$ cat src/rtl/bus_arbiter_mux.sv
// Registered bus arbiter and multiplexer: grants one requesting source per cycle
// (round-robin or fixed priority, with optional lock) and drives its word onto the bus.
module bus_arbiter_mux #(
  parameter int WIDTH = 32,
  parameter int NSRC  = 24,
  parameter int SELW  = 5,
  parameter bit RR    = 1'b1
) (
  input  logic                    clock_i,
  input  logic                    clear_i,
  input  logic [NSRC-1:0]         req_i,
  input  logic [NSRC*WIDTH-1:0]   src_data_i,
  input  logic                    lock_i,
  output logic [NSRC-1:0]         grant_o,
  output logic [WIDTH-1:0]        bus_out_o,
  output logic                    bus_valid_o,
  output logic [SELW-1:0]         owner_idx_o
);

  logic [NSRC-1:0]  grant_q, grant_d;
  logic [WIDTH-1:0] bus_q, bus_d;
  logic             valid_q, valid_d;
  logic [SELW-1:0]  owner_q, owner_d;
  logic [SELW-1:0]  ptr_q, ptr_d;

  logic             owner_req;
  logic             locked;
  logic [NSRC-1:0]  above_mask;
  logic [SELW:0]    hi_pick, lo_pick, rr_pick;
  logic             win_found;
  logic [SELW-1:0]  win_idx;

  // Returns {found, index} of the lowest set bit of v.
  function automatic logic [SELW:0] find_first(input logic [NSRC-1:0] v);
    find_first = '0;
    for (int i = NSRC - 1; i >= 0; i--) begin
      if (v[i]) find_first = {1'b1, SELW'(i)};
    end
  endfunction

  always_comb begin
    owner_req = 1'b0;
    for (int i = 0; i < NSRC; i++) begin
      if (owner_q == SELW'(i)) owner_req = req_i[i];
    end
  end

  assign locked = lock_i & valid_q & owner_req;

  // Round-robin: prefer requesters above the pointer, otherwise wrap to the lowest.
  always_comb begin
    above_mask = '0;
    for (int i = 0; i < NSRC; i++) begin
      above_mask[i] = (SELW'(i) > ptr_q);
    end
  end

  assign hi_pick = find_first(req_i & above_mask);
  assign lo_pick = find_first(req_i);
  assign rr_pick = hi_pick[SELW] ? hi_pick : lo_pick;

  always_comb begin
    win_found = 1'b0;
    win_idx   = '0;
    if (locked) begin
      win_found = 1'b1;
      win_idx   = owner_q;
    end else if (RR) begin
      win_found = rr_pick[SELW];
      win_idx   = rr_pick[SELW-1:0];
    end else begin
      win_found = lo_pick[SELW];
      win_idx   = lo_pick[SELW-1:0];
    end
  end

  always_comb begin
    grant_d = '0;
    bus_d   = '0;
    valid_d = 1'b0;
    owner_d = owner_q;
    ptr_d   = ptr_q;
    if (win_found) begin
      valid_d = 1'b1;
      owner_d = win_idx;
      ptr_d   = win_idx;
      for (int i = 0; i < NSRC; i++) begin
        grant_d[i] = (win_idx == SELW'(i));
        if (win_idx == SELW'(i)) bus_d = src_data_i[i*WIDTH +: WIDTH];
      end
    end
  end

  always_ff @(posedge clock_i) begin
    if (clear_i) begin
      grant_q <= '0;
      bus_q   <= '0;
      valid_q <= 1'b0;
      owner_q <= '0;
      ptr_q   <= SELW'(NSRC - 1);
    end else begin
      grant_q <= grant_d;
      bus_q   <= bus_d;
      valid_q <= valid_d;
      owner_q <= owner_d;
      ptr_q   <= ptr_d;
    end
  end

  assign grant_o     = grant_q;
  assign bus_out_o   = bus_q;
  assign bus_valid_o = valid_q;
  assign owner_idx_o = owner_q;

endmodule

$ cat config.mk
export PLATFORM = sky130hd
export DESIGN_NAME = bus_arbiter_mux
export DESIGN_NICKNAME = d
export VERILOG_FILES = /design/src/rtl/bus_arbiter_mux.sv
export SDC_FILE = /design/constraint.sdc
export NUM_CORES = 1
export LEC_CHECK = 0
export ABC_AREA = 1
export CAP_MARGIN = 30
export CORE_AREA = 2 2 330 332
export CTS_BUF_LIST = sky130_fd_sc_hd__clkbuf_4
export DETAILED_ROUTE_END_ITERATION = 10
export DIE_AREA = 0 0 332 334
export GPL_ROUTABILITY_DRIVEN = 1
export PLACE_DENSITY = 0.35
export SLEW_MARGIN = 20
export SYNTH_ARGS = -nofsm -noshare
export SYNTH_HDL_FRONTEND = slang
export SYNTH_SLANG_ARGS = --single-unit
$ cat constraint.sdc
create_clock -name clock_i -period 8.55 [get_ports clock_i]
set_clock_uncertainty 0.15 [all_clocks]
set_input_delay 2.565 -clock clock_i [delete_from_list [all_inputs] [get_ports clock_i]]
set_output_delay 2.565 -clock clock_i [all_outputs]
set_load 0.03 [all_outputs]
==> qor.log, run 1 <==
qor: critical_path.timing.critical_path.to bus_out_o[5]$_SDFF_PP0_
qor: critical_path.critical_path.max_fanout 12
qor: detailed_routing.num_vias 15800
qor: synthesis.yosys_register_bits 66
qor: clock_tree.tritoncts_buffers 9
qor: final_layout.flow.area_growth_from_synthesis 111%
qor: synthesis.post_synth_inst_count 1982
qor: synthesis.synth.yosys.warnings 0
qor: floorplan.ios 857
qor: synthesis.synth.mux.area_fraction 0
qor: detailed_routing.detail-route-antenna-nets 0
qor: power_and_ir_drop.power.density 422 nW/µm²
qor: grt.grt_overflow_total 0
qor: synthesis.yosys.area_share.simple 0.641
qor: critical_path.library_cell_appearing_most_often_on_the_critical_path sky130_fd_sc_hd__nand2_1
qor: critical_path.startpoint_type_of_the_worst_setup_path input port
qor: final_layout.postLayoutCellArea 20200 µm²
qor: timing.timing.final.ws_setup 1070 ps
qor: place.port_buffers 856
qor: timing.number_of_endpoints_failing_setup_at_the_final_stage 0
qor: grt.grt_antenna_before_repair 23
qor: synthesis.synth_compound_gate_area_share 0.0683
qor: timing.timing_hold_violations_final 0
qor: synthesis.synth_top_family_by_area simple AND/OR/NAND/NOR gates
qor: synthesis.synth-xor-area-share 0
qor: clock_tree.cts_buffer_depth 2
qor: grt.first_global_vias 16300
qor: critical_path.critical-path-slowest-cell sky130_fd_sc_hd__nor2_1
qor: worst_hold_path.class_of_the_worst_hold_path reg2reg
qor: timing.timing.final.max_slew_violations 0
qor: floorplan.core_region_area 108000 µm²
qor: grt.grt_max_degree 47
qor: detailed_routing.average_wire_length_per_cell_after_detail_routing 22.2 µm
qor: critical_path.critPathCaptureType flip-flop
qor: outcome.status complete, no violations
qor: detailed_routing.detailedRoute.firstPassIterationCount 6
qor: floorplan.die_w 332 µm
qor: critical_path.regToRegSetupSlack 2240 ps
qor: timing.rsz_0062_raised_after_global_routing no
qor: detailed_routing.detail_route.drc_violations 0
qor: critical_path.cp_num_buf_inv 4
qor: detailed_routing.finalWirelength 94.0 mm
qor: floorplan.placementRows 121
qor: critical_path.timing.reg2reg.worst_path_depth 42
qor: synthesis.synth_cell_type_count 38
qor: floorplan.design.die.area 111000 µm²
qor: clock_tree.ctsHtreeMaxLevel 3
qor: critical_path.worstPathArrival 7810 ps
qor: synthesis.sequential_to_total_area_share_from_yosys_stat 0.138
qor: timing.fin_crit_sh 0.875
qor: timing.timing.slew.headroom 0.322
qor: critical_path.required 8880 ps
qor: clock_tree.clkLatencyLatePin 570 ps
qor: critical_path.crit_cells 41
qor: final_layout.nets 3596
qor: place.detailed_place_hpwl 80.5 mm
qor: critical_path.worstReg2RegStart owner_idx_o[0]$_SDFFE_PP0N_
qor: clock_tree.post_cts.repair.setup_buffers 0
qor: critical_path.critPathKind in2reg
qor: critical_path.cp-startpoint req_i[0]
qor: synthesis.syn-mean-instance-area 4.84 µm²
qor: detailed_routing.drt_iter0_drc 933
qor: timing.timing.hold.ws 512 ps
qor: final_layout.final_layout_size_suffix_gt1_frac 0.0517
qor: synthesis.postSynthNetCount 2777
qor: place.gp_congestion 0.911
qor: critical_path.r2r_end bus_out_o[5]$_SDFF_PP0_
qor: floorplan.die_height 334 µm
qor: timing.timing_worst_slew_pin_value 1010 ps
qor: clock_tree.cts_hold_repair_buffers 0
qor: timing.min_period 7480 ps
qor: power_and_ir_drop.power.leakage 8.36 nW
qor: synthesis.synth_adder_area_share 0
qor: clock_tree.cell_chosen_for_the_clock_root sky130_fd_sc_hd__clkbuf_4
qor: clock_tree.cts-resized-gates 0
qor: clock_tree.cts.sink_count 66
qor: critical_path.crit_path_max_incr_delay 760 ps
qor: timing.finalSetupTns 0 ps
qor: flow_run.cap_violations 0
qor: grt.grt_first_pass_wirelength 127 mm
qor: place.dp_slack 514 ps
qor: timing.max_clock_freq 134 MHz
qor: power_and_ir_drop.peakVddDrop 0.234 mV
qor: detailed_routing.drt-vias-per-instance 3.74
qor: place.placement.cell_area 20000 µm²
qor: critical_path.crit_family simple AND/OR/NAND/NOR gates
qor: grt.global_route.usage.total 0.163
qor: floorplan.initial_utilization 0.0890
qor: synthesis.synth_area 9590 µm²
qor: clock_tree.clkTransAtPathRegs 170 ps
qor: clock_tree.cts_tree built
## worst min-delay path by stage
stage	cells past startpoint	startpoint	end	slack (ps)
floorplan	2	ptr_q[0]$_SDFFE_PP1N_	ptr_q[0]$_SDFFE_PP1N_	400
global placement	2	ptr_q[0]$_SDFFE_PP1N_	ptr_q[0]$_SDFFE_PP1N_	490
detailed placement	2	ptr_q[0]$_SDFFE_PP1N_	ptr_q[0]$_SDFFE_PP1N_	490
CTS	2	ptr_q[0]$_SDFFE_PP1N_	ptr_q[0]$_SDFFE_PP1N_	510
global route	2	ptr_q[0]$_SDFFE_PP1N_	ptr_q[0]$_SDFFE_PP1N_	580
finish	2	ptr_q[0]$_SDFFE_PP1N_	ptr_q[0]$_SDFFE_PP1N_	510
## synth_stat cells, drive strengths merged
master / count / area share
a21oi: 62 / 0.032
nor4: 5 / 0.0033
nor3: 19 / 0.012
o2111ai: 1 / 0.00091
o32ai: 2 / 0.0018
o21ai: 37 / 0.022
or2: 21 / 0.014
a31oi: 2 / 0.0013
o211ai: 6 / 0.0047
nor2: 384 / 0.16
o311ai: 1 / 0.00091
clkinv: 7 / 0.0027
a32o: 1 / 0.0010
a31o: 2 / 0.0018
nand2: 714 / 0.28
nand4: 149 / 0.099
dfxtp: 66 / 0.14
buf: 47 / 0.028
clkbuf: 51 / 0.020
nand3: 142 / 0.075
a32oi: 1 / 0.00091
a41oi: 1 / 0.00091
inv: 261 / 0.10
## worst min-delay path: cells and delay by family, from the launching register on
| family | cells | cell delay [ps] |
|---|---|---|
| buf+inv | 1 | 110 |
| flops | 1 | 440 |
| compound gates | 1 | 90 |
## per-stage QoR
| stage | utilization | power, W | cells |
|---|---|---|---|
| detailed placement | 0.186 | 0.00845 | 4204 |
| global route | 0.187 | 0.00948 | 4227 |
| CTS | 0.187 | 0.00879 | 4219 |
| finish | 0.187 | 0.00854 | 4231 |
| floorplan | - | 0.00451 | 1982 |
| global placement | 0.185 | 0.00843 | 4202 |
## per-layer routing
layer  vias to the layer above  wire (µm)  track usage
li1                       7860          -            -
met1                      7245      39500        0.198
met2                       668      46200        0.286
met3                        54       7010       0.0422
met4                         0       1320       0.0335
met5                         -          0            0
## cell families after synthesis
group	Yosys count
DFF	66
AOI/OAI and AO/OA	116
buffers and inverters	366
and+or+nand+nor	1434
## report_power, final
part / internal [W] / leakage [nW] / switching [W]
logic: 0.00228 / 7.74 / 0.00544
clock network: 0.000118 / 0.0825 / 0.000181
registers: 0.000434 / 0.543 / 0.0000852
total: 0.00283 / 8.36 / 0.00571
## registers in the layout, summed over array words and instances (netlist names)
| name | cells |
|---|---|
| ptr_q | 4 |
| owner_idx_o | 5 |
| bus_out_o | 32 |
| grant_o | 24 |
| bus_valid_o | 1 |
## placed cells by master, fill, tap and decap left out, drive strengths merged
master	synthesis	routed
diode	0	12
nor3	19	19
clkinv	7	8
nand4	149	149
buf	47	50
dfxtp	66	66
a32o	1	1
o32ai	2	2
o211ai	6	6
clkbuf	51	9
nand3	142	142
bufinv	0	2
o311ai	1	1
a21oi	62	62
clkdlybuf4s50	0	856
inv	261	263
a31o	2	2
a32oi	1	1
or2	21	21
o2111ai	1	1
nor2	384	384
nor4	5	5
a41oi	1	1
o21ai	37	37
a31oi	2	2
clkinvlp	0	1
nand2	714	714
## area by class of cell
cell class              instances  area (µm²)
clock inverters                 6        90.1
inverters                     268        1010
multi-input cells            1550        6910
well taps                    1414        1770
diodes                         12        30.0
repair buffers                906        9010
fillers                     12600       87600
clock buffers                   9        67.6
flip-flops and latches         66        1320
No activity file was read; power rests on OpenSTA's default activity.
==> run 2, diff against run 1 <==
- ABC_AREA: 1 -> not set
- CORE_AREA: 2 2 330 332 -> 2 2 335 337
- DIE_AREA: 0 0 332 334 -> 0 0 337 339
- PLACE_DENSITY: 0.35 -> 0.34
==> run 2 against run 1 <==
Net effect:
- first-iteration DRC count up 30%
- sequential power hardly changed
- synthesized cell count decreased by 35%
- global-route usage grew 7.6 points
- die area grew 3.0%
- worst hold slack worse by 20 ps
- final cell count decreased by 13%
- maximum frequency fell by 3.3%
- clock power grew 22%
- via count increased by 4.0%
- design area is 1.9% higher
- highest routed layer is now met5
==> qor.log, run 2 <==
qor: detailed_routing.detail_route.drc_violations 0
qor: floorplan.die_w 337 µm
qor: critical_path.worstPathArrival 8090 ps
qor: synthesis.ys_top_cells_by_area sky130_fd_sc_hd__dfxtp_1, sky130_fd_sc_hd__o22ai_1, sky130_fd_sc_hd__a221oi_1
qor: power_and_ir_drop.power.density 395 nW/µm²
qor: timing.min_period 7740 ps
qor: detailed_routing.num_vias 16500
qor: critical_path.crit_path_max_incr_delay 730 ps
qor: grt.grt_antenna_before_repair 83
qor: synthesis.synthDominantAreaCellType sky130_fd_sc_hd__dfxtp_1
qor: synthesis.ys.flop_type sky130_fd_sc_hd__dfxtp_1
qor: power_and_ir_drop.net-switching-power 0.00489 W
qor: final_layout.flow.area_growth_from_synthesis 122%
qor: critical_path.critical-path-slowest-cell sky130_fd_sc_hd__a221oi_1
qor: floorplan.placementRows 122
qor: synthesis.postSynthNetCount 2091
qor: clock_tree.cts_buffer_depth 2
qor: floorplan.initial_utilization 0.0841
qor: final_layout.commonest_cells_after_routing_fill_and_taps_aside sky130_fd_sc_hd__clkdlybuf4s50_1, sky130_fd_sc_hd__buf_4, sky130_fd_sc_hd__nor2_1, sky130_fd_sc_hd__nand2_1, sky130_fd_sc_hd__o22ai_1
qor: final_layout.finish.utilization 0.187
qor: synthesis.yosys_register_bits 66
qor: timing.max_clock_freq 129 MHz
qor: worst_hold_path.class_of_the_worst_hold_path reg2reg
qor: floorplan.ios 857
qor: timing.timing.slew.headroom 0.330
qor: timing.timing_hold_violations_final 0
qor: final_layout.mostFrequentLayoutCell sky130_fd_sc_hd__clkdlybuf4s50_1
qor: clock_tree.clkTransAtPathRegs 160 ps
qor: detailed_routing.average_wire_length_per_cell_after_detail_routing 38.3 µm
qor: grt.grt_first_pass_wirelength 178 mm
qor: synthesis.synth_commonest_cells sky130_fd_sc_hd__nor2_1, sky130_fd_sc_hd__nand2_1, sky130_fd_sc_hd__o22ai_1, sky130_fd_sc_hd__o21ai_0, sky130_fd_sc_hd__dfxtp_1
qor: detailed_routing.detailedRoute.firstPassIterationCount 9
qor: critical_path.critical_path.max_fanout 29
qor: critical_path.regToRegSetupSlack 2190 ps
qor: grt.first_global_vias 17200
qor: final_layout.seqCellArea 1320 µm²
qor: clock_tree.clkLatencyLatePin 670 ps
qor: outcome.status complete, no violations
qor: synthesis.async_set_or_reset_flop_fraction_in_the_synthesized_netlist 0
qor: power_and_ir_drop.peakVddDrop 0.147 mV
qor: critical_path.critPathCaptureType flip-flop
qor: clock_tree.cts_hold_repair_buffers 0
qor: floorplan.die_height 339 µm
qor: synthesis.synth_edf_count 0
qor: power_and_ir_drop.combinationalPowerShare 0.892
qor: clock_tree.post_cts.repair.setup_buffers 0
qor: critical_path.r2r_end bus_out_o[12]$_SDFF_PP0_
qor: grt.grt_max_degree 33
qor: critical_path.critPathKind in2reg
qor: critical_path.path_cells clkdlybuf4s50_1, or4b_1, o21ai_1, a221oi_1, a211oi_1, o21ai_1, buf_4, o21ai_0, o22a_2, buf_4, nand2_1, a221oi_1, o21ai_0, a211oi_1, nor2_1
qor: place.detailed_place_hpwl 123 mm
qor: final_layout.nets 2971
qor: grt.grt_overflow_total 0
qor: floorplan.design.die.area 114000 µm²
qor: critical_path.timing.reg2reg.worst_path_depth 14
qor: clock_tree.tritoncts_buffers 9
qor: critical_path.startpoint_type_of_the_worst_setup_path input port
qor: place.gp_congestion 0.985
qor: detailed_routing.detail-route-antenna-nets 0
qor: timing.finalSetupTns 0 ps
qor: final_layout.fillerInstances 12500
qor: synthesis.synth_area 9280 µm²
qor: synthesis.syn-mean-instance-area 7.16 µm²
qor: synthesis.synth_largest_type_area_fraction 0.142
qor: final_layout.largest_register_ff_count 32
qor: synthesis.post_synth_inst_count 1296
qor: timing.fin_crit_sh 0.905
qor: power_and_ir_drop.p_int 0.00324 W
qor: synthesis.synth_cell_type_count 94
qor: floorplan.core_region_area 110000 µm²
qor: timing.timing.final.max_slew_violations 0
qor: critical_path.cp-startpoint req_i[18]
qor: power_and_ir_drop.clock_power_share 0.045
qor: place.port_buffers 856
qor: detailed_routing.drt_iter0_drc 1216
qor: clock_tree.cts.sink_count 66
qor: clock_tree.cts-resized-gates 0
qor: critical_path.worstReg2RegStart owner_idx_o[1]$_SDFFE_PP0N_
qor: timing.rsz_0062_raised_after_global_routing no
qor: clock_tree.cts_tree built
qor: power_and_ir_drop.p_seq_frac 0.064
qor: power_and_ir_drop.switching_share 0.602
qor: grt.global_route.usage.total 0.239
qor: clock_tree.cell_chosen_for_the_clock_root sky130_fd_sc_hd__clkbuf_4
qor: synthesis.synth.yosys.warnings 0
qor: power_and_ir_drop.power.leakage 7.03 nW
qor: detailed_routing.finalWirelength 141 mm
qor: synthesis.yosysMostFrequentCell sky130_fd_sc_hd__nor2_1
qor: timing.number_of_endpoints_failing_setup_at_the_final_stage 0
qor: flow_run.cap_violations 0
qor: final_layout.area_taken_by_multi_input_logic_gates 7420 µm²
qor: timing.timing_worst_slew_pin_value 1000 ps
qor: critical_path.timing.critical_path.to bus_out_o[12]$_SDFF_PP0_
qor: clock_tree.ctsHtreeMaxLevel 3
qor: detailed_routing.drt-vias-per-instance 4.47
qor: critical_path.required 8900 ps
qor: synthesis.sequential_to_total_area_share_from_yosys_stat 0.142
qor: final_layout.final_layout_size_suffix_gt1_frac 0.0986
## run 2: cell types whose count changed after synthesis, moves of 32 or more
| cell | previous run | this run |
|---|---|---|
| sky130_fd_sc_hd__nand2_1 | 707 | 98 |
| sky130_fd_sc_hd__nor2_1 | 367 | 119 |
| sky130_fd_sc_hd__inv_1 | 244 | 27 |
| sky130_fd_sc_hd__nand4_1 | 148 | 23 |
| sky130_fd_sc_hd__nand3_1 | 140 | 23 |
| sky130_fd_sc_hd__o22ai_1 | 0 | 77 |
| sky130_fd_sc_hd__a221oi_1 | 0 | 53 |
| sky130_fd_sc_hd__a22oi_1 | 0 | 51 |
| sky130_fd_sc_hd__o221ai_1 | 0 | 46 |
| sky130_fd_sc_hd__o21ai_0 | 32 | 70 |
| sky130_fd_sc_hd__a211oi_1 | 0 | 32 |
## run 2: kinds of logic after synthesis
kind of cell,count (synthesis),share of synthesized area
simple gates,412,0.224
compound gates,661,0.550
flops,66,0.142
mux,9,0.0104
buf+inv,148,0.0732
## run 2: per-stage QoR
stage	cells	total power [W]	instance area (µm²)	setup slack, ps	hold WS, ps
6_report	3687	0.00813	20600	815	493
2_1_floorplan	1296	0.00372	9280	2640	506
4_1_cts	3668	0.00834	20500	899	544
5_1_grt	3680	0.00860	20600	661	540
3_5_place_dp	3652	0.00791	20300	130	510
3_3_place_gp	3648	0.00793	20300	251	497
## run 2: worst min-delay path by stage
stage                                           start                           to  slack (ps)  cells after the start
after detailed placement        ptr_q[4]$_SDFFE_PP1N_        ptr_q[4]$_SDFFE_PP1N_         510                      2
after floorplan           owner_idx_o[4]$_SDFFE_PP0N_  owner_idx_o[4]$_SDFFE_PP0N_         510                      2
after global placement          ptr_q[4]$_SDFFE_PP1N_        ptr_q[4]$_SDFFE_PP1N_         500                      2
after global routing      owner_idx_o[0]$_SDFFE_PP0N_  owner_idx_o[0]$_SDFFE_PP0N_         540                      2
final                     owner_idx_o[0]$_SDFFE_PP0N_  owner_idx_o[0]$_SDFFE_PP0N_         490                      2
after CTS                       ptr_q[4]$_SDFFE_PP1N_        ptr_q[4]$_SDFFE_PP1N_         540                      2
## run 2: layout make-up
cell class / instances / area share
flip-flops and latches: 66 / 0.0641
well taps: 1488 / 0.0904
diodes: 18 / 0.00219
inverters: 27 / 0.00492
clock buffers: 9 / 0.00328
clock inverters: 7 / 0.00607
repair buffers: 990 / 0.469
multi-input cells: 1082 / 0.360
## run 2: worst max-delay path: cells and delay by family
family                 cells  cell delay, ps
buffers and inverters      3            1420
AND/OR/NAND/NOR            3             990
AO/OA/AOI/OAI              9            3050
## run 2: power by group through the flow
stage                     Combinational [W]  Sequential [W]  Clock [W]
after floorplan                     0.00308        0.000637          0
after global placement              0.00739        0.000538          0
after detailed placement            0.00738        0.000532          0
after CTS                           0.00741        0.000527   0.000398
after global routing                0.00768        0.000527   0.000393
final                               0.00725        0.000518   0.000363
## run 2: metal layers
metal	GRT usage	vias up	routed length (µm)
met1	0.264	8225	53100
met2	0.447	852	74300
met4	0.0564	52	3370
met5	0	-	339
li1	-	7148	-
met3	0.0647	188	10100
==> run 3, diff against run 2 <==
- CAP_MARGIN: 30 -> not set
==> run 3 against run 2 <==
Net effect:
- the run now ends with design-rule violations left
- maximum frequency increased by 1.4%
- clock power shrank 9.4%
- combinational power down 1%
- worst hold slack gained 36 ps
- sequential cell count is the same
- via count barely moved
==> qor.log, run 3 (synthesis gave the netlist of run 2 again) <==
qor: outcome.status finished with violations
qor: outcome.violated_checks design-rule violations
qor: critical_path.cp_num_buf_inv 3
qor: timing.timing.final.max_slew_violations 0
qor: power_and_ir_drop.power.leakage 6.97 nW
qor: critical_path.worstPathArrival 8020 ps
qor: critical_path.critical-path-slowest-cell sky130_fd_sc_hd__a221oi_1
qor: detailed_routing.num_vias 16500
qor: timing.timing.slew.headroom 0.291
qor: critical_path.path_cells clkdlybuf4s50_1, or4b_1, o21ai_1, a221oi_1, a211oi_1, o21ai_1, buf_4, o211ai_1, o32a_1, buf_12, nand2_1, a221oi_1, o21ai_0, a211oi_1, nor2_1
qor: timing.timing.final.ws_setup 920 ps
qor: floorplan.die_height 339 µm
qor: floorplan.initial_utilization 0.0841
qor: critical_path.worstReg2RegStart owner_idx_o[0]$_SDFFE_PP0N_
qor: detailed_routing.detail-route-antenna-nets 0
qor: power_and_ir_drop.p_seq_frac 0.066
qor: power_and_ir_drop.switching_share 0.606
qor: critical_path.regToRegSetupSlack 2320 ps
qor: floorplan.placementRows 122
qor: worst_hold_path.hold-path-cell-count 2
qor: clock_tree.cts_tree built
qor: final_layout.postLayoutCellArea 20500 µm²
qor: timing.rsz_0062_raised_after_global_routing no
qor: worst_hold_path.holdCritStartpoint ptr_q[4]$_SDFFE_PP1N_
qor: clock_tree.clkTransAtPathRegs 190 ps
qor: place.placement.cell_area 20300 µm²
qor: critical_path.critical_path.max_fanout 12
qor: detailed_routing.average_wire_length_per_cell_after_detail_routing 38.3 µm
qor: grt.grt_first_pass_wirelength 178 mm
qor: floorplan.core_region_area 110000 µm²
qor: critical_path.critPathCaptureType flip-flop
qor: clock_tree.ctsHtreeMaxLevel 3
qor: detailed_routing.detail_route.drc_violations 9
qor: final_layout.post_layout_nonfiller_instances 3684
qor: timing.finalSetupTns 0 ps
qor: place.dpl.cell_count 3648
qor: grt.global_route.usage.total 0.239
qor: final_layout.fillerInstances 12500
qor: detailed_routing.drt-vias-per-instance 4.47
qor: grt.grt_antenna_before_repair 81
qor: worst_hold_path.class_of_the_worst_hold_path reg2reg
qor: critical_path.crit_family compound AO/OA/AOI/OAI gates
qor: final_layout.commonest_cells_after_routing_fill_and_taps_aside sky130_fd_sc_hd__clkdlybuf4s50_1, sky130_fd_sc_hd__buf_4, sky130_fd_sc_hd__nor2_1, sky130_fd_sc_hd__nand2_1, sky130_fd_sc_hd__o22ai_1
qor: place.dp_slack 228 ps
qor: final_layout.flow.area_growth_from_synthesis 121%
qor: detailed_routing.detailedRoute.firstPassIterationCount 11
qor: grt.grt_max_degree 33
qor: power_and_ir_drop.power.density 392 nW/µm²
qor: clock_tree.cts_buffer_depth 2
qor: floorplan.design.die.area 114000 µm²
qor: place.detailed_place_hpwl 123 mm
qor: critical_path.required 8940 ps
qor: grt.first_global_vias 17100
qor: final_layout.largest_register_ff_count 32
qor: place.gp_congestion 0.985
qor: final_layout.finish.utilization 0.186
qor: timing.fin_crit_sh 0.892
qor: clock_tree.tritoncts_buffers 9
qor: floorplan.ios 857
qor: timing.number_of_endpoints_failing_setup_at_the_final_stage 0
qor: power_and_ir_drop.net-switching-power 0.00487 W
qor: final_layout.nets 2966
qor: power_and_ir_drop.combinationalPowerShare 0.893
qor: timing.timing_worst_slew_pin_value 1060 ps
qor: timing.max_clock_freq 131 MHz
qor: grt.grt_overflow_total 0
qor: critical_path.critPathKind in2reg
qor: worst_hold_path.min_to ptr_q[4]$_SDFFE_PP1N_
qor: detailed_routing.drt_iter0_drc 1317
qor: place.port_buffers 856
qor: clock_tree.cell_chosen_for_the_clock_root sky130_fd_sc_hd__clkbuf_4
qor: final_layout.mostFrequentLayoutCell sky130_fd_sc_hd__clkdlybuf4s50_1
qor: timing.timing_hold_violations_final 0
qor: clock_tree.cts.sink_count 66
qor: timing.min_period 7630 ps
qor: flow_run.cap_violations 0
qor: power_and_ir_drop.p_int 0.00317 W
qor: critical_path.crit_path_max_incr_delay 700 ps
qor: final_layout.final_layout_size_suffix_gt1_frac 0.0960
qor: power_and_ir_drop.clock_power_share 0.041
qor: power_and_ir_drop.peakVddDrop 0.135 mV
qor: critical_path.startpoint_type_of_the_worst_setup_path input port
qor: detailed_routing.finalWirelength 141 mm
qor: floorplan.die_w 337 µm
qor: clock_tree.cts-resized-gates 0
qor: critical_path.r2r_end bus_out_o[12]$_SDFF_PP0_
qor: critical_path.timing.reg2reg.worst_path_depth 14
qor: clock_tree.clkLatencyLatePin 660 ps
qor: clock_tree.cts_hold_repair_buffers 0
qor: clock_tree.post_cts.repair.setup_buffers 0
run 3: changes by cell type in the layout (fill, tap and decap cells not counted):
cell / before / now
sky130_fd_sc_hd__bufinv_16: 3 / 2
sky130_fd_sc_hd__buf_8: 2 / 0
sky130_fd_sc_hd__clkinv_2: 0 / 1
sky130_fd_sc_hd__buf_4: 126 / 125
sky130_fd_sc_hd__clkinvlp_4: 0 / 2
sky130_fd_sc_hd__diode_2: 18 / 20
sky130_fd_sc_hd__buf_16: 1 / 0
sky130_fd_sc_hd__clkinv_4: 3 / 0
sky130_fd_sc_hd__clkinv_1: 0 / 1
sky130_fd_sc_hd__buf_2: 1 / 0
run 3: worst max path at each step:
stage	startpoint	to	cells past startpoint
after floorplan	req_i[10]	bus_out_o[11]$_SDFF_PP0_	14
after global routing	req_i[19]	bus_out_o[1]$_SDFF_PP0_	15
after global placement	req_i[10]	bus_out_o[31]$_SDFF_PP0_	14
after CTS	req_i[19]	bus_out_o[1]$_SDFF_PP0_	15
after detailed placement	req_i[19]	bus_out_o[1]$_SDFF_PP0_	15
final	req_i[18]	bus_out_o[12]$_SDFF_PP0_	15
run 3: power groups by stage:
stage / Clock [W] / Combinational [W] / Sequential (W)
finish: 0.000329 / 0.00718 / 0.000528
floorplan: 0 / 0.00308 / 0.000637
global placement: 0 / 0.00739 / 0.000538
detailed placement: 0 / 0.00735 / 0.000533
global route: 0.000357 / 0.00761 / 0.000536
CTS: 0.000363 / 0.00738 / 0.000529
run 3: final cells by class:
class / instances / area [µm²] / area share
Inverter: 27 / 101 / 0.00494
Sequential cell: 66 / 1320 / 0.0645
Tap cell: 1488 / 1860 / 0.0908
Clock inverter: 7 / 92.6 / 0.00452
Antenna cell: 20 / 50.0 / 0.00244
Multi-Input combinational cell: 1082 / 7420 / 0.362
Clock buffer: 9 / 67.6 / 0.00330
Timing Repair Buffer: 985 / 9590 / 0.468
run 3: stage by stage:
step,hold WS [ps],power [W]
floorplan,506,0.00372
CTS,531,0.00827
detailed placement,506,0.00788
global route,556,0.00851
global placement,497,0.00793
finish,529,0.00804
run 3: layer usage:
layer / GRT usage / up-vias / share of wire
met5: 0 / - / 0.0017
met4: 0.0492 / 40 / 0.023
met3: 0.0542 / 179 / 0.067
met2: 0.451 / 882 / 0.53
met1: 0.269 / 8233 / 0.38
li1: - / 7142 / -
run 3: tightest hold or removal path: cells and delay by family, from the launching register on:
| family | cells | cell delay [ps] |
|---|---|---|
| and+or+nand+nor | 1 | 60 |
| AOI/OAI and AO/OA | 1 | 160 |
| DFF | 1 | 440 |
